==> src/rtl/fft_pkg.sv <==
// fft_pkg: shared FFT defaults and the bit-reversal helper
package fft_pkg;
  localparam int WIDTH_DEF = 16;
  localparam int LOG2N_DEF = 4;
  function automatic logic [15:0] bitrev(input logic [15:0] k, input int n);
    logic [15:0] r;
    r = '0;
    for (int i = 0; i < n; i++) r[4'(i)] = k[4'(n - 1 - i)];
    return r;
  endfunction
endpackage

==> src/rtl/fft_pp_bank.sv <==
// fft_pp_bank: one ping-pong bank, 2**AW x DW, synchronous write, combinational read
// ports: clk; we/waddr/wdata write port; raddr/rdata read port
module fft_pp_bank #(
  parameter int DW = 32,
  parameter int AW = 4
) (
  input  logic          clk,
  input  logic          we,
  input  logic [AW-1:0] waddr,
  input  logic [DW-1:0] wdata,
  input  logic [AW-1:0] raddr,
  output logic [DW-1:0] rdata
);
  logic [DW-1:0] mem [2**AW];
  always_ff @(posedge clk) if (we) mem[waddr] <= wdata;
  assign rdata = mem[raddr];
endmodule

==> src/rtl/fft_bitrev_reorder.sv <==
// fft_bitrev_reorder: converts bit-reversed FFT output frames to natural order via two ping-pong banks
// ports: clk, rst (async, active-high); i_valid/o_ready/i_data_r/i_data_c input stream;
//        o_valid/i_ready/o_data_r/o_data_c/o_last natural-order output stream
module fft_bitrev_reorder
  import fft_pkg::*;
#(
  parameter int WIDTH = WIDTH_DEF,
  parameter int LOG2N = LOG2N_DEF
) (
  input  logic             clk,
  input  logic             rst,
  input  logic             i_valid,
  input  logic [WIDTH-1:0] i_data_r,
  input  logic [WIDTH-1:0] i_data_c,
  output logic             o_ready,
  output logic             o_valid,
  output logic [WIDTH-1:0] o_data_r,
  output logic [WIDTH-1:0] o_data_c,
  output logic             o_last,
  input  logic             i_ready
);
  localparam logic IDLE = 1'b0;
  localparam logic DRAIN = 1'b1;
  localparam logic [LOG2N-1:0] AMAX = '1;
  logic [1:0] full, full_nxt, avail;
  logic wbank, rbank, state, in_fire, wdone, cont, cb, nxt_bank, load, adv;
  logic [LOG2N-1:0] wcnt, waddr, raddr, nxt_addr;
  logic [2*WIDTH-1:0] rdata [2];
  assign o_ready = !full[wbank];
  assign o_valid = state == DRAIN;
  assign in_fire = i_valid && o_ready;
  assign wdone = in_fire && wcnt == AMAX;
  assign waddr = LOG2N'(bitrev(16'(wcnt), LOG2N));
  // a bank completing this edge already holds natural index 0, so it can be presented at once
  assign avail = full | (wdone ? (wbank ? 2'b10 : 2'b01) : 2'b00);
  assign cont = o_valid && !o_last;
  assign cb = o_valid ? !rbank : rbank;
  assign nxt_bank = cont ? rbank : cb;
  assign nxt_addr = cont ? raddr + 1'b1 : '0;
  assign load = cont || avail[cb];
  assign adv = !o_valid || i_ready;
  always_comb begin
    full_nxt = full;
    if (o_valid && i_ready && o_last) full_nxt[rbank] = 1'b0;
    if (wdone) full_nxt[wbank] = 1'b1;
  end
  for (genvar b = 0; b < 2; b++) begin : g_bank
    fft_pp_bank #(.DW(2 * WIDTH), .AW(LOG2N)) u_bank (
      .clk   (clk),
      .we    (in_fire && wbank == 1'(b)),
      .waddr (waddr),
      .wdata ({i_data_r, i_data_c}),
      .raddr (nxt_addr),
      .rdata (rdata[b])
    );
  end
  always_ff @(posedge clk or posedge rst) begin
    if (rst) begin
      full <= '0;
      wbank <= 1'b0;
      wcnt <= '0;
      rbank <= 1'b0;
      raddr <= '0;
      state <= IDLE;
      o_last <= 1'b0;
      o_data_r <= '0;
      o_data_c <= '0;
    end else begin
      full <= full_nxt;
      if (in_fire) wcnt <= wcnt + 1'b1;
      if (wdone) wbank <= !wbank;
      if (adv) begin
        state <= load ? DRAIN : IDLE;
        rbank <= nxt_bank;
        o_last <= load && nxt_addr == AMAX;
        if (load) begin
          {o_data_r, o_data_c} <= rdata[nxt_bank];
          raddr <= nxt_addr;
        end
      end
    end
  end
endmodule

==> config.mk <==
export PLATFORM = sky130hd
export DESIGN_NAME = fft_bitrev_reorder
export DESIGN_NICKNAME = d
export VERILOG_FILES = /design/src/rtl/fft_pkg.sv /design/src/rtl/fft_pp_bank.sv /design/src/rtl/fft_bitrev_reorder.sv
export SDC_FILE = /design/constraint.sdc
export NUM_CORES = 1
export LEC_CHECK = 0
export BUFFER_PORTS_ARGS = -buffer_cell sky130_fd_sc_hd__buf_2
export CORE_UTILIZATION = 61
export CTS_BUF_LIST = sky130_fd_sc_hd__clkbuf_16
export CTS_CLUSTER_SIZE = 14
export DETAILED_ROUTE_END_ITERATION = 12
export PLACE_DENSITY_LB_ADDON = 0.25
export SKIP_CTS_REPAIR_TIMING = 1
export SYNTH_ARGS = -nofsm -noshare
export SYNTH_HDL_FRONTEND = slang
export SYNTH_SLANG_ARGS = --single-unit
==> constraint.sdc <==
create_clock -name clk -period 9.54 [get_ports clk]
set_input_delay 0 -clock clk [delete_from_list [all_inputs] [get_ports clk]]
set_output_delay 0 -clock clk [all_outputs]
set_load 0.005 [all_outputs]
# Word-level counts from Yosys, hierarchy flattened

Memory sizes are Yosys's and may differ from the RTL's.
Index checks and enable logic that the tools add are counted.

Flip-flop bits (word level): 46
Latch bits: 0
Memory bits (writable): 1,024
Bits in read-only memories: 0
Input port bits: 36
Output and inout port bits: 35
Word-level logic and storage cells: 68
Memories: 2

Memories:

| name                 | depth | bits a word | rd ports | clocked after Yosys merged registers in | wr ports | RTL line          | RTL |
|---|---|---|---|---|---|---|---|
| g_bank[0].u_bank.mem | 16    | 32          | 1        | 0                                       | 1        | fft_pp_bank.sv:14 | `logic [DW-1:0] mem [2**AW];` |
| g_bank[1].u_bank.mem | 16    | 32          | 1        | 0                                       | 1        | fft_pp_bank.sv:14 |  |

$add $sub $neg: 2
Multipliers: 0
Divide/modulo/power cells: 0
$lt $le $gt $ge: 6
Equality and inequality tests: 2
Shift-type cells: 0
Muxes and demuxes: 23
Bitwise operators: 6
Reductions and logical operators: 18

Operators with widths:

| kind                                                                          | count |
|---|---|
| 32-bit 2-to-1 mux                                                             | 3 |
| 1-bit 2-to-1 mux                                                              | 13 |
| 1-bit logical AND                                                             | 10 |
| 4-bit by 1-bit adder with 4-bit output (second input constant)                | 2 |
| 4-bit equality test (second input constant)                                   | 2 |
| 2-bit 2-to-1 mux                                                              | 4 |
| 1-bit by 2-bit less-than comparator with 1-bit output (second input constant) | 3 |
| 1-bit logical NOT                                                             | 5 |
| 4-bit 2-to-1 mux                                                              | 1 |
| 2-bit OR                                                                      | 2 |
| 2-bit AND                                                                     | 1 |
| 1-bit demux with 1-bit select                                                 | 2 |
| 1-bit greater-or-equal comparator (second input constant)                     | 2 |
| 2-bit greater-or-equal comparator (second input constant)                     | 1 |
| 1-bit logical OR                                                              | 2 |
| 1-bit inverter with 2-bit output                                              | 1 |
| 2-bit inverter                                                                | 1 |
| 2-bit AND reduction                                                           | 1 |
| 1-bit inverter                                                                | 1 |

# Depth between registers and ports, before layout

Gate-level depths: netlist (run 1).

Depth after elaboration: 11
Depth in mapped cells: 11
Mapped depth without buffers: 7

# Modules after synthesis

Synthesis (run 1) repeated with hierarchy kept, for this count alone.

Cells, all modules: 1,782
Area total of the unflattened synthesis: 40,730.3 um2

Modules (own cells, without submodules):

| module             | instances | cells each | area an instance (um2) | seq. area each (um2) |
|---|---|---|---|---|
| fft_pp_bank        | 2         | 806        | 19,213.4               | 15,374.7 |
| fft_bitrev_reorder | 1         | 170        | 2,303.5                | 1,151.1 |

# Least setup slack after synthesis (run 1)

OpenSTA, ideal clock, no wires.

Path type: reg-to-reg
Start: register wcnt[0]
End: memory g_bank[1].u_bank.mem[12][0], enable pin
Library setup time: 501 ps
Data arrival time: 3,842 ps
Required time: 9,039 ps
Setup slack: 5,197 ps
Cell stages (with the launch flop): 4
Buffers on the path: 0
Clock period less this slack: 4,343 ps
Path through: dfrtp_1 -> ha_1 -> nand3_1 -> nor4_1

RTL lines:

| item                   | RTL line                 | RTL |
|---|---|---|
| start, declared        | fft_bitrev_reorder.sv:27 | `logic [LOG2N-1:0] wcnt, waddr, raddr, nxt_addr;` |
| start signal, assigned | fft_bitrev_reorder.sv:70 | `if (in_fire) wcnt <= wcnt + 1'b1;` |
| end, declared          | fft_pp_bank.sv:14        |  |

No word-level cell before the write port.

# Worst setup path after layout (run 1)

Start: register raddr[0]
End: register o_data_r[1]

Cells in the longest elaborated chain, start to end: 6
Elaborated cells on any way between the ends: 7
Those cells by class: 1 x add/sub; 4 x mux; 2 x memory

RTL lines:

| item                                                      | RTL line                 | RTL |
|---|---|---|
| start, declared                                           | fft_bitrev_reorder.sv:27 |  |
| start signal, assigned                                    | fft_bitrev_reorder.sv:78 | `raddr <= nxt_addr;` |
| 4-bit by 1-bit adder with 4-bit output (*)                | fft_bitrev_reorder.sv:39 | `assign nxt_addr = cont ? raddr + 1'b1 : '0;` |
| 4-bit 2-to-1 mux (*)                                      | fft_bitrev_reorder.sv:39 |  |
| memory 16 x 32 bit                                        | -                        |  |
| 32-bit 2-to-1 mux (not written as such) (*) (3 in series) | fft_bitrev_reorder.sv:77 | `{o_data_r, o_data_c} <= rdata[nxt_bank];` |
| end signal, assigned                                      | fft_bitrev_reorder.sv:77 |  |
| end, declared                                             | fft_bitrev_reorder.sv:17 | `output logic [WIDTH-1:0] o_data_r,` |

Every way passes the cells marked *; elsewhere a longest branch is shown, timed or not. The select of a mux whose other input is x is not followed.
A chain may end at the register's enable or synchronous reset.

==> flow_metrics.py, run 1 <==
metrics = {
    "outcome": {
        "status": "complete, no violations",
    },
    "run": {
        "cap_violations": 0,
    },
    "worst_setup_path": {
        "worst_r2r_startpoint": "raddr[0]",
        "crit_family": "buffers and inverters",
        "reg2reg_depth": 9,
        "end_kind": "flip-flop",
        "rrSetupSlack_ns": 4.94,
        "cp_common_cell": "buf_4",
        "worstSetupStartpointType": "flip-flop",
        "cpPeakStageDelay_ns": 0.83,
        "crit-reg2reg-capture": "o_data_r[1]",
        "path_depth": 9,
        "critPathLaunch": "raddr[0]",
        "crit_chain": "buf_4 > inv_6 > buf_4 > buf_4 > a2bb2oi_1 > o221ai_1 > a221o_1 > o221a_2 > a221oi_1",
        "critPathMaxFanout": 76,
        "crit_end": "o_data_r[1]",
        "path_buf_inv": 4,
        "crit_arrival_ns": 5.16,
        "crit_type": "reg2reg",
        "required_ns": 10.10,
        "critPathSlowestCell": "buf_4",
    },
    "synth": {
        "yosysSeqAreaShare_pct": 74.3,
        "syn_area_mm2": 0.0429,
        "ys_ff_latch": 1070,
        "ys_types": 66,
        "synth_edf_count": 1024,
        "syn_nets": 2755,
        "avgSynthCellArea_um2": 15.8,
        "syn_inst": 2714,
        "synthFlopType": "edfxtp_1",
        "ys_warn_count": 0,
        "ys_async_sr_fraction_pct": 4.30,
    },
    "clock_network": {
        "cts.sink_count": 1070,
        "path_clk_slew_ns": 0.06,
        "cts_htree_levels": 3,
        "tritoncts.num_buffers": 103,
        "cts-root-buf": "clkbuf_16",
        "cts_buffer_depth": 3,
        "cts_tree": "done",
        "clk_latency_ns": 0.67,
    },
    "detailed_routing": {
        "drtPass1Iterations": 6,
        "drt-total-wl_um": 113000,
        "drt_iter0_drc": 3607,
        "postRouteAntennaNets": 0,
        "drc": 0,
        "vias": 26394,
        "viasPerCell": 6.97,
        "wl_per_cell_um": 29.8,
    },
    "pwr": {
        "p_leak_nw": 15.5,
        "ir_drop_v": 0.000304,
        "power_density_mw_per_mm2": 333,
    },
    "floorplan": {
        "core_area_mm2": 0.0691,
        "initial_core_util_pct": 62.2,
        "die_w_um": 267,
        "die_h_um": 267,
        "core.rowCount": 96,
        "ios": 71,
        "die-area_mm2": 0.0715,
    },
    "timing": {
        "report.final.setup_viol": 0,
        "period_minus_slack_ns": 4.60,
        "relSlewSlack_pct": 13.2,
        "setup_tns_ns": 0,
        "rsz0062_at_grt": "false",
        "clock.fmax_ghz": 0.217,
        "skew_ns": 0.0235,
        "final_hold_viol_count": 0,
        "finalMaxSlewViolations": 0,
        "post-route-period-util_pct": 48.2,
        "tightest_slew_ns": 1.30,
    },
    "final_layout": {
        "nets": 2805,
        "drive_gt1_share_pct": 16.4,
        "area_growth_pct": 11.3,
        "final_cell_mix": "edfxtp_1 (1024), nor2_1 (169), mux2_2 (117)",
        "final_cells": 3786,
        "final_area_mm2": 0.0478,
        "final_common_cell": "edfxtp_1",
    },
    "place": {
        "dp_hpwl_um": 58100,
        "dp_cells": 3555,
        "portBuffers": 70,
        "globalplace.congestion": 0.833,
        "post_dp_cell_area_mm2": 0.0442,
    },
    "global_routing": {
        "grt_start_max_net_pins": 160,
        "grt_pass1_vias": 26032,
        "antenna_found_initial": 2,
        "grt_pass1_wl_um": 165000,
        "grt_usage_pct": 31.9,
        "grt_overflow": 0,
    },
    "min_path": {
        "hp-class": "in2async",
    },
}
==> power by group <==
| group | switching (mW) | internal [mW] |
|---|---|---|
| Clock | 1.70 | 2.23 |
| Sequential | 0.241 | 5.45 |
| Combinational | 4.09 | 2.19 |
==> worst min path at each step <==
stage                                             to  slack, ns  cells past startpoint
final                                    o_data_r[4]       0.14                      4
after global routing                     o_data_r[4]       0.20                      4
after CTS                                o_data_r[4]      -0.43                      3
after global placement                   o_data_r[8]       0.27                      3
after floorplan           g_bank[0].u_bank.mem[0][0]        0.1                      0
after detailed placement                 o_data_r[8]       0.27                      3
==> per-layer routing <==
metal,part of all wire [%],vias to the layer above,routed length (um),GRT usage (%)
met5,0.012,-,13,0
met2,47,1826,52900,50.1
li1,-,11061,-,-
met1,37,13170,41700,43.0
met4,5.2,2,5840,16.3
met3,11,335,12400,6.21
==> stage by stage <==
stage	worst slack [ns]	power (mW)	util [%]	hold WS [ns]
after floorplan	5.20	9.85	-	0.0989
after global placement	5.19	11.7	64.0	0.267
after detailed placement	5.05	11.9	64.0	0.275
after CTS	5.03	15.8	68.7	-0.425
after global routing	4.75	16.4	69.2	0.196
final	4.94	15.9	69.2	0.137
==> tightest hold or removal path: stages <==
cell and delay [ns]:
dlygate4sd3_1 0.53, buf_2 0.13, inv_2 0.04, buf_4 0.65
==> sequential cells by signal, summed over array words and instances (netlist names) <==
register           count
raddr                  4
wbank                  1
g_bank.u_bank.mem   1024
wcnt                   4
o_data_c              16
o_last                 1
o_valid                1
rbank                  1
o_data_r              16
full                   2
==> synthesized netlist by cell type, types with 52 or more instances <==
cell type / number / area [um^2]
edfxtp_1: 1024 / 30700
nor2_1: 180 / 676
mux2_2: 117 / 1320
o21ai_0: 116 / 581
clkbuf_1: 113 / 424
a21oi_1: 105 / 526
o22ai_1: 97 / 607
or3_1: 92 / 576
nand2_1: 89 / 334
mux2i_1: 85 / 851
buf_2: 79 / 395
o221ai_1: 78 / 683
a2bb2oi_1: 67 / 587
a221oi_1: 52 / 455
==> cell type report <==
cell class                      count  area, um^2
Fill cell                        4431       21300
Timing Repair Buffer              158        1120
Clock buffer                      107        2680
Sequential cell                  1070       31900
Multi-Input combinational cell   1421       10300
Clock inverter                     87         579
Inverter                           10        45.0
Tap cell                          931        1160
Antenna cell                        2        5.00
==> logic make-up after synthesis <==
family                   count (synthesis)  share of synthesized area, %
adder cells (fa/ha/maj)                  5                         0.146
flip-flops                            1070                          74.3
XOR/XNOR                                 7                         0.178
AND/OR/NAND/NOR                        476                          5.38
buffers and inverters                  223                          2.25
AO/OA/AOI/OAI                          718                          12.1
multiplexers                           215                          5.70
Note: power is estimated with default switching activity, not from simulation.
==> run 2: changes to the inputs <==
- ABC_AREA: default -> 1
- clock period: 9.54 -> 4.8 ns (I/O delays scaled with it)
==> run 2 against run 1 <==
Area after synthesis up 6.4%; clock power up 100%; combinational power up 81%; hold slack better by 0.027 ns; sequential cell count unchanged; fmax up 49%; utilization down 0.11 points; die area up 6.3%; register-to-register slack worse by 3.2 ns; first-iteration DRC count up 18%; critical endpoint is now o_data_c[0]; largest power group unchanged.
==> flow_metrics.py, run 2 <==
metrics = {
    "outcome": {
        "status": "complete, no violations",
    },
    "worst_setup_path": {
        "rrSetupSlack_ns": 1.70,
        "worstSetupStartpointType": "flip-flop",
        "crit_type": "reg2reg",
        "crit_arrival_ns": 3.70,
        "crit-reg2reg-capture": "o_data_c[0]",
        "critPathMaxFanout": 65,
        "worst_r2r_startpoint": "o_valid",
        "end_kind": "flip-flop",
        "required_ns": 5.40,
        "reg2reg_depth": 9,
    },
    "detailed_routing": {
        "postRouteAntennaNets": 0,
        "drtPass1Iterations": 6,
        "drc": 0,
        "vias": 31192,
        "viasPerCell": 5.75,
        "drt-total-wl_um": 121000,
        "wl_per_cell_um": 22.2,
        "drt_iter0_drc": 4272,
    },
    "final_layout": {
        "nets": 4410,
        "final_cell_mix": "edfxtp_1 (1024), nand2_1 (922), nand3_1 (908)",
        "multiInputGateArea_mm2": 0.0101,
        "final_common_cell": "edfxtp_1",
        "reg_top3": "g_bank.u_bank.mem x1024, o_data_c x16, o_data_r x16",
        "area_growth_pct": 11.3,
        "final.fill_count": 5261,
        "final_area_mm2": 0.0508,
        "area.sequential_mm2": 0.0319,
        "regMostFlops": "g_bank.u_bank.mem",
        "largest_register_ff_count": 1024,
        "final_util_pct": 69.1,
        "final_cells": 5420,
        "drive_gt1_share_pct": 7.47,
    },
    "synth": {
        "ys_types": 24,
        "ys_ff_latch": 1070,
        "avgSynthCellArea_um2": 10.6,
        "syn_inst": 4320,
        "ys_warn_count": 0,
        "synthTopCellsByCount": "edfxtp_1 (1024), nand2_1 (924), nand3_1 (908)",
        "synth_edf_count": 1024,
        "yosysSeqAreaShare_pct": 69.8,
        "synth_top_cell_by_area": "edfxtp_1",
        "synth_area_leaders": "edfxtp_1 (67%), nand3_1 (9.9%), nand2_1 (7.6%)",
        "syn_area_mm2": 0.0457,
        "syn_nets": 4361,
        "synthFlopType": "edfxtp_1",
        "ys_async_sr_fraction_pct": 4.30,
        "yosysTopAreaCellShare_pct": 67.3,
        "yosysMostFrequentCell": "edfxtp_1",
    },
    "pwr": {
        "p_leak_nw": 21.3,
        "finalPower_mw": 30.3,
        "power_density_mw_per_mm2": 596,
        "ir_drop_v": 0.000953,
    },
    "timing": {
        "setup_tns_ns": 0,
        "skew_ns": 0.0239,
        "hold_ws_ns": 0.164,
        "tightest_slew_ns": 1.46,
        "clock.fmax_ghz": 0.323,
        "finalMaxSlewViolations": 0,
        "relSlewSlack_pct": 2.69,
        "report.final.setup_viol": 0,
        "final_hold_viol_count": 0,
        "post-route-period-util_pct": 64.5,
        "worst_slack_ns": 1.70,
        "rsz0062_at_grt": "false",
        "period_minus_slack_ns": 3.10,
    },
    "clock_network": {
        "tritoncts.num_buffers": 105,
        "cts_buffer_depth": 3,
        "cts-root-buf": "clkbuf_16",
        "cts_tree": "done",
        "path_clk_slew_ns": 0.06,
        "cts_htree_levels": 3,
        "cts.sink_count": 1070,
        "clk_latency_ns": 0.66,
    },
    "global_routing": {
        "grt_overflow": 0,
        "grt_pass1_vias": 29329,
        "grt_usage_pct": 32.2,
        "grt_start_max_net_pins": 259,
        "antenna_found_initial": 5,
        "grt_pass1_wl_um": 179000,
    },
    "place": {
        "globalplace.congestion": 0.816,
        "dp_slack_ns": 1.74,
        "portBuffers": 70,
        "dp_cells": 5186,
        "post_dp_cell_area_mm2": 0.0472,
        "dp_hpwl_um": 61200,
    },
    "floorplan": {
        "die_h_um": 276,
        "die_w_um": 276,
        "die-area_mm2": 0.0760,
        "initial_core_util_pct": 62.1,
        "core.rowCount": 99,
        "core_area_mm2": 0.0736,
        "ios": 71,
    },
    "run": {
        "cap_violations": 0,
    },
    "min_path": {
        "hp-class": "in2async",
    },
}
run 2: logic make-up after synthesis:
group / count (synthesis) / share of synthesized area, %
AND/OR/NAND/NOR: 2135 / 20.1
flip-flops: 1070 / 69.8
buffers and inverters: 997 / 8.62
AO/OA/AOI/OAI: 109 / 1.21
adder cells (fa/ha/maj): 5 / 0.137
XOR/XNOR: 4 / 0.0767
run 2: worst max-delay path, cell delays in order, from the launching register on:
cell     delay [ns]
dfrtp_1        0.55
inv_1          0.14
nor2_4         0.15
buf_4          0.78
o31ai_1        0.15
nand2_1        0.11
nand2_2        0.06
inv_2          0.79
nand3_1        0.18
nand2_1        0.11
run 2: worst max path at each step:
stage	to	slack, ns	start
after CTS	o_data_r[3]	1.72	o_valid
after floorplan	g_bank[0].u_bank.mem[11][0]	1.21	wbank
after detailed placement	o_data_c[0]	1.74	o_valid
final	o_data_c[0]	1.70	o_valid
after global placement	o_data_r[8]	1.75	o_valid
after global routing	o_data_c[0]	1.55	o_valid
run 2: power breakdown:
group	internal [mW]	switching (mW)
logic	3.26	8.11
clock network	4.51	3.45
registers	10.7	0.309
run 2: cell type report:
type                    instances  share of cell area [%]
flip-flops and latches       1070                    62.8
multi-input cells            2253                    19.9
inverters                     762                    5.65
clock buffers                 107                    5.27
repair buffers                177                    2.84
well taps                     959                    2.36
clock inverters                90                    1.25
diodes                          2                 0.00985
run 2: per-layer routing:
metal	share of wire (%)	wire, um	vias up	track usage, %
li1	-	-	14288	-
met1	39	46600	14919	45.3
met2	47	56300	1664	49.7
met3	11	13000	315	6.71
met4	3.8	4640	6	12.7
met5	0.032	38	-	0
